$ cat config.mk
export PLATFORM = sky130hd
export DESIGN_NAME = c17_bist_array_flat
export DESIGN_NICKNAME = d
export VERILOG_FILES = /design/src/rtl/c17_bist_array_if.sv /design/src/rtl/c17_bist_array.sv /design/src/flat_wrapper.sv
export SDC_FILE = /design/constraint.sdc
export NUM_CORES = 1
export LEC_CHECK = 0
export BUFFER_PORTS_ARGS = -buffer_cell sky130_fd_sc_hd__buf_4
export CAP_MARGIN = 20
export CORE_ASPECT_RATIO = 0.7
export CORE_UTILIZATION = 46
export CTS_CLUSTER_SIZE = 24
export DETAILED_ROUTE_END_ITERATION = 10
export GPL_ROUTABILITY_DRIVEN = 1
export PLACE_DENSITY_LB_ADDON = 0.05
export SLEW_MARGIN = 20
export SYNTH_ARGS = -nofsm -noshare
export SYNTH_HDL_FRONTEND = slang
export SYNTH_SLANG_ARGS = --single-unit
export TNS_END_PERCENT = 50
$ cat constraint.sdc
create_clock -name clk -period 1.35 [get_ports clk]
set_input_delay 0.27 -clock clk [delete_from_list [all_inputs] [get_ports clk]]
set_output_delay 0.27 -clock clk [all_outputs]
set_load 0.02 [all_outputs]
$ cat src/rtl/c17_bist_array_if.sv
`default_nettype none
// ============================================================================
// Module   : c17_bist_array_if
// Brief    : Run-control and result bundle for the c17 BIST array.
//            master = run controller, slave = c17_bist_array.
// Revision : 1.0 - initial release
// ============================================================================
interface c17_bist_array_if #(
    parameter int MISR_W = 16
);
    logic              start;
    logic              busy;
    logic              done;
    logic              pass;
    logic [MISR_W-1:0] signature;
    logic [15:0]       pat_cnt;

    modport master (
        output start,
        input  busy,
        input  done,
        input  pass,
        input  signature,
        input  pat_cnt
    );

    modport slave (
        input  start,
        output busy,
        output done,
        output pass,
        output signature,
        output pat_cnt
    );
endinterface
`default_nettype wire

$ cat src/rtl/c17_bist_array.sv
`default_nettype none
// ============================================================================
// Module   : c17_bist_array
// Brief    : Self-testing array of ISCAS-85 c17 instances. A Galois LFSR
//            feeds every channel, a Galois MISR compacts every response over
//            PATTERNS cycles; the signature is compared against GOLDEN.
//            Optional macro C17_FAULT_INJ_EN adds port inj_en, which forces
//            channel 0 net N11 stuck-at-1 while high.
// Revision : 1.0 - initial release
// ============================================================================
module c17_bist_array #(
    parameter int                 CHANNELS  = 4,
    parameter int                 LFSR_W    = 32,
    parameter logic [LFSR_W-1:0]  LFSR_POLY = 32'h80200003,
    parameter logic [LFSR_W-1:0]  SEED      = 32'h0000ACE1,
    parameter int                 MISR_W    = 16,
    parameter logic [MISR_W-1:0]  MISR_POLY = 16'hB400,
    parameter int                 PATTERNS  = 255,
    parameter logic [MISR_W-1:0]  GOLDEN    = 16'h0000
) (
    input  logic              clk,
    input  logic              rst,
    c17_bist_array_if.slave   bus
`ifdef C17_FAULT_INJ_EN
    ,
    input  logic              inj_en
`endif
);

    localparam logic [1:0] c_IDLE = 2'd0;
    localparam logic [1:0] c_RUN  = 2'd1;
    localparam logic [1:0] c_DONE = 2'd2;

    // An all-zero seed would lock the LFSR, so it is replaced by 1.
    localparam logic [LFSR_W-1:0] c_SEED = (SEED == '0) ? LFSR_W'(1) : SEED;
    localparam logic [15:0]       c_LAST = 16'(PATTERNS - 1);

    logic [1:0]          r_state;
    logic [LFSR_W-1:0]   r_lfsr;
    logic [MISR_W-1:0]   r_misr;
    logic [15:0]         r_pat_cnt;

    logic                w_inj;
    logic [2*CHANNELS-1:0] w_ch_out;
    logic [MISR_W-1:0]   w_resp;
    logic [LFSR_W-1:0]   w_lfsr_next;
    logic [MISR_W-1:0]   w_misr_next;

`ifdef C17_FAULT_INJ_EN
    assign w_inj = inj_en;
`else
    assign w_inj = 1'b0;
`endif

    // One c17 netlist per channel, fed from its own 5-bit slice of the LFSR.
    for (genvar k = 0; k < CHANNELS; k++) begin : g_ch
        logic w_n1, w_n2, w_n3, w_n6, w_n7;
        logic w_n10, w_n11, w_n16, w_n19;
        assign w_n1  = r_lfsr[5*k];
        assign w_n2  = r_lfsr[5*k+1];
        assign w_n3  = r_lfsr[5*k+2];
        assign w_n6  = r_lfsr[5*k+3];
        assign w_n7  = r_lfsr[5*k+4];
        assign w_n10 = ~(w_n1 & w_n3);
        // Only channel 0 carries the stuck-at-1 fault site.
        assign w_n11 = ~(w_n3 & w_n6) | ((k == 0) & w_inj);
        assign w_n16 = ~(w_n2 & w_n11);
        assign w_n19 = ~(w_n11 & w_n7);
        assign w_ch_out[2*k]   = ~(w_n10 & w_n16);
        assign w_ch_out[2*k+1] = ~(w_n16 & w_n19);
    end

    // Pack channel outputs into the low bits of the response; upper bits stay 0.
    always_comb begin
        w_resp = '0;
        w_resp[2*CHANNELS-1:0] = w_ch_out;
    end

    // Galois steps for the pattern generator and the signature register.
    always_comb begin
        w_lfsr_next = r_lfsr[0] ? ((r_lfsr >> 1) ^ LFSR_POLY) : (r_lfsr >> 1);
        w_misr_next = (r_misr[0] ? ((r_misr >> 1) ^ MISR_POLY) : (r_misr >> 1)) ^ w_resp;
    end

    // Run control: reload on accepted start, compact one pattern per RUN cycle.
    always_ff @(posedge clk) begin
        if (rst) begin
            r_state   <= c_IDLE;
            r_lfsr    <= c_SEED;
            r_misr    <= '0;
            r_pat_cnt <= '0;
        end else begin
            case (r_state)
                c_IDLE, c_DONE: begin
                    if (bus.start) begin
                        r_state   <= c_RUN;
                        r_lfsr    <= c_SEED;
                        r_misr    <= '0;
                        r_pat_cnt <= '0;
                    end
                end
                c_RUN: begin
                    r_misr    <= w_misr_next;
                    r_lfsr    <= w_lfsr_next;
                    r_pat_cnt <= r_pat_cnt + 16'd1;
                    if (r_pat_cnt == c_LAST) begin
                        r_state <= c_DONE;
                    end
                end
                default: begin
                    r_state <= c_IDLE;
                end
            endcase
        end
    end

    assign bus.busy      = (r_state == c_RUN);
    assign bus.done      = (r_state == c_DONE);
    assign bus.pass      = (r_state == c_DONE) && (r_misr == GOLDEN);
    assign bus.signature = r_misr;
    assign bus.pat_cnt   = r_pat_cnt;

endmodule
`default_nettype wire

$ cat src/flat_wrapper.sv
// flat-port wrapper written by rule: the top's interface ports become plain ports
module c17_bist_array_flat 
#(
    parameter int                 CHANNELS  = 4,
    parameter int                 LFSR_W    = 32,
    parameter logic [LFSR_W-1:0]  LFSR_POLY = 32'h80200003,
    parameter logic [LFSR_W-1:0]  SEED      = 32'h0000ACE1,
    parameter int                 MISR_W    = 16,
    parameter logic [MISR_W-1:0]  MISR_POLY = 16'hB400,
    parameter int                 PATTERNS  = 255,
    parameter logic [MISR_W-1:0]  GOLDEN    = 16'h0000
)
  (clk, rst, bus_start, bus_busy, bus_done, bus_pass, bus_signature, bus_pat_cnt);
  c17_bist_array_if #(.MISR_W(MISR_W)) bus_i ();
  input  logic clk;
  input  logic rst;
  input wire logic [$bits(bus_i.start)-1:0] bus_start;
  output wire logic [$bits(bus_i.busy)-1:0] bus_busy;
  output wire logic [$bits(bus_i.done)-1:0] bus_done;
  output wire logic [$bits(bus_i.pass)-1:0] bus_pass;
  output wire logic [$bits(bus_i.signature)-1:0] bus_signature;
  output wire logic [$bits(bus_i.pat_cnt)-1:0] bus_pat_cnt;
  assign bus_i.start = bus_start;
  assign bus_busy = bus_i.busy;
  assign bus_done = bus_i.done;
  assign bus_pass = bus_i.pass;
  assign bus_signature = bus_i.signature;
  assign bus_pat_cnt = bus_i.pat_cnt;
  c17_bist_array #(.CHANNELS(CHANNELS), .LFSR_W(LFSR_W), .LFSR_POLY(LFSR_POLY), .SEED(SEED), .MISR_W(MISR_W), .MISR_POLY(MISR_POLY), .PATTERNS(PATTERNS), .GOLDEN(GOLDEN)) u_core (.clk(clk), .rst(rst), .bus(bus_i));
endmodule
==> flow_summary_export.csv <==
group,metric,value,unit
status,status,"finished, violations left",
status,violations,"negative setup slack",
logic_synthesis,syn_nets,321,
cells_and_area,nets,403,
cells_and_area,drive_above_1_share,0.435,
job,maxCapViolations,0,
cells_and_area,multi_input_area,0.00162,mm2
critical_path,timing.setup.critical_path_class,"reg -> out",
detailed_routing,routed_wire_length_per_instance,16.4,um
sta,totalNegativeSetupSlack,-6.22,ns
critical_path,worstPathMaxFanout,2,
cells_and_area,layout.cell_area.non_filler,0.00417,mm2
logic_synthesis,ys_ff_latch,66,
cells_and_area,flow.area_growth_from_synthesis,49.8,%
critical_path,worstPathCellList,"or4_4 > nor3_4 > buf_6",
grt,grt_pass1_vias,2224,
placed_design,globalplace.congestion,0.777,
logic_synthesis,netlist_instances,315,
grt,globalRoute.busiestLayer,"met2",
critical_path,cp_data_arrival_time,1.47,ns
floorplanning,die_area,0.00637,mm2
cells_and_area,num_antenna_cells,0,
logic_synthesis,synth.area.mux_share,0.0274,
logic_synthesis,synth.yosys.warnings,0,
critical_path,cell_family_with_most_cp_delay,"simple AND/OR/NAND/NOR gates",
floorplanning,floorplan.initialDensity,0.481,
logic_synthesis,synth.lib_cells_used.distinct,40,
critical_path,worstSetupEndpointType,"primary output",
grt,global_route.overflow_total,0,
cells_and_area,total_of_fill_cells_in_the_finished_design,440,
detailed_routing,detailedRoute.firstIterationViolations,215,
grt,grt_start_max_net_pins,27,
clock_tree,cts_htree_levels,3,
sta,finalWorstPathRequiredPeriod,1.74,ns
logic_synthesis,synthAdderAreaFrac,0.0135,
clock_tree,clock_insertion_delay_worst_skew,0.34,ns
critical_path,critical_path.n_buffers_inverters,1,
cells_and_area,most_frequent_cells_in_the_layout,"sky130_fd_sc_hd__buf_4 (66), sky130_fd_sc_hd__dfxtp_1 (53), sky130_fd_sc_hd__nor2_1 (49)",
detailed_routing,antenna_left,0,
sta,worst_slew_margin_relative_to_its_limit,0.763,
pwr,cellPowerDensity,1060,mW/mm2
clock_tree,clk_transition_reported_paths,0.07,ns
grt,grtUsageMet1,0.334,
sta,layout_worst_path_cycle_share,1.29,
sta,setup_violations,48,
clock_tree,post_cts_hold_buffer_count,0,
sta,clock-skew-final,0.00950,ns
pwr,p_leak,1.74,nW
cells_and_area,regArea,0.00135,mm2
clock_tree,cts-root-buf,"sky130_fd_sc_hd__clkbuf_8",
critical_path,crit_path_start_kind,"register",
placed_design,hpwl,4380,um
sta,worstMarginPinSlew,0.355,ns
critical_path,slowest_delay,0.52,ns
sta,rsz_0062_raised_after_global_routing,"yes",
detailed_routing,detailedRoute.firstPassIterationCount,5,
grt,global_route.usage.met3,0.0685,
grt,groute.layer.met2.usage,0.353,
cells_and_area,final_common_cell,"sky130_fd_sc_hd__buf_4",
worst_hold_path,holdCritPathClass,"in -> reg",
detailed_routing,via_count,2644,
detailed_routing,wl,7820,um
clock_tree,cts_tree,"built",
floorplanning,floorplan.core_area,0.00578,mm2
logic_synthesis,synth_sequential_area_ratio,0.475,
critical_path,worst_ep_required_time,1.08,ns
sta,achievable-frequency,574,MHz
clock_tree,cts-buffers-inserted,9,
placed_design,dp.cells,444,
grt,initial_antenna_violation_count,0,
logic_synthesis,synth_top_family_by_area,"simple AND/OR/NAND/NOR gates",
placed_design,dpl_cell_area,0.00344,mm2
clock_tree,cts_sink_cnt,66,
pwr,power.ir.vdd_worst,0.633,mV
floorplanning,die_h,67.1,um
floorplanning,io_pins,38,
sta,count_of_pins_over_their_slew_limit,0,
logic_synthesis,synth_area,0.00278,mm2
sta,fin_hold_ws,0.239,ns
sta,finalHoldViolations,0,
cells_and_area,post-route-util,0.721,
cells_and_area,stdcell_count,477,
clock_tree,ctsLongestPathBuffers,2,
sta,finalWorstSetupSlack,-0.393,ns
grt,grt_pass1_wl,11200,um
logic_synthesis,xor_and_xnor_area_share_after_synthesis,0.0409,
floorplanning,placementRows,23,
detailed_routing,route.detailed.vias_per_inst,5.54,
placed_design,port_buffers,37,
detailed_routing,remaining_drc_errors,0,
logic_synthesis,syn-mean-instance-area,8.84,um2
logic_synthesis,synth_area_in_compound_gates,0.180,
floorplanning,die_width,95.0,um
critical_path,crit_slowest_cell,"sky130_fd_sc_hd__or4_4",
logic_synthesis,post_synth_and_or_nand_nor_area_fraction,0.229,
grt,grt_usage,0.238,
worst reg2reg max path, delay by kind of cell (launching register included):
kind	cells	cell delay, ns
DFF	1	0.35
and+or+nand+nor	3	0.47
buffers and inverters	5	0.59
AOI/OAI and AO/OA	1	0.08
state kept, by name (all words and copies together), names as in the netlist:
| register | flops |
|---|---|
| u_core.r_state | 2 |
| u_core.r_lfsr | 32 |
| u_core.bus.pat_cnt | 16 |
| u_core.bus.signature | 16 |
final timing paths:
path	startpoint	endpoint	slack [ns]	cells past startpoint
worst max-delay path	u_core.bus.signature[3]	bus_pass	-0.39	3
worst min register to register	u_core.r_lfsr[16]	u_core.r_lfsr[16]	0.49	2
worst max register to register	u_core.r_state[0]	u_core.bus.signature[3]	-0.23	9
worst min-delay path	bus_start	u_core.r_state[1]	0.24	3
per-stage QoR:
stage	worst slack [ns]	power, W
2_1_floorplan	-0.0889	0.00240
3_3_place_gp	-0.0792	0.00258
3_5_place_dp	-0.0711	0.00258
4_1_cts	-0.394	0.00429
5_1_grt	-0.448	0.00460
6_report	-0.393	0.00442
report_power, final:
group | leakage [nW] | internal, W | switching [W] | total, W
logic | 1.10 | 0.000388 | 0.000395 | 0.000783
clock network | 0.0948 | 0.000830 | 0.000747 | 0.00158
registers | 0.543 | 0.00200 | 0.0000566 | 0.00206
total | 1.74 | 0.00322 | 0.00120 | 0.00442
cell type report:
class | count | area share
Clock buffer | 13 | 0.0408
Clock inverter | 3 | 0.00510
Inverter | 3 | 0.00330
Multi-Input combinational cell | 227 | 0.389
Sequential cell | 66 | 0.323
Tap cell | 75 | 0.0225
Timing Repair Buffer | 90 | 0.216
layer usage:
| layer | routed length [um] | share of wire | up-vias |
|---|---|---|---|
| li1 | - | - | 1292 |
| met1 | 3860 | 0.49 | 1266 |
| met2 | 3380 | 0.43 | 72 |
| met3 | 464 | 0.059 | 14 |
| met4 | 119 | 0.015 | 0 |
| met5 | 0 | 0 | - |
cell usage after synthesis (all sizes together):
cell     number  share of area
a21oi        16          0.029
a22oi        32          0.086
a311oi        2         0.0063
a32o          4          0.014
and3          3         0.0067
and4          3          0.010
and4b         1         0.0049
buf          11          0.020
clkbuf        8          0.011
dfxtp        66           0.47
ha            3          0.013
inv           3         0.0040
mux2          2         0.0094
mux2i         5          0.018
nand2        40          0.054
nand2b        3         0.0067
nand3         9          0.016
nand3b        1         0.0027
nand4         6          0.019
nor2         52          0.073
nor2b         1         0.0022
nor3          2         0.0036
nor4          3         0.0067
nor4b         1         0.0031
nor4bb        1         0.0036
o211ai        2         0.0054
o21ai         5         0.0090
o21bai        3         0.0081
o22a          1         0.0031
o2bb2ai       4          0.013
o41ai         2         0.0063
or2           5          0.011
or3           1         0.0022
or4           1         0.0027
xnor2         8          0.025
xor2          5          0.016
what timing repair did:
action,4_1_cts,5_1_grt
cloned,3,4
buffers inserted,5,8
setup endpoints to repair,10,61
pin swaps,6,48
resized for setup,24,59
kinds of logic after synthesis:
group / Yosys count
simple gates: 133
compound gates: 71
flops: 66
buf+inv: 22
xor+xnor: 13
mux: 7
fa+ha+maj: 3
No activity file was read; power rests on OpenSTA's default activity.
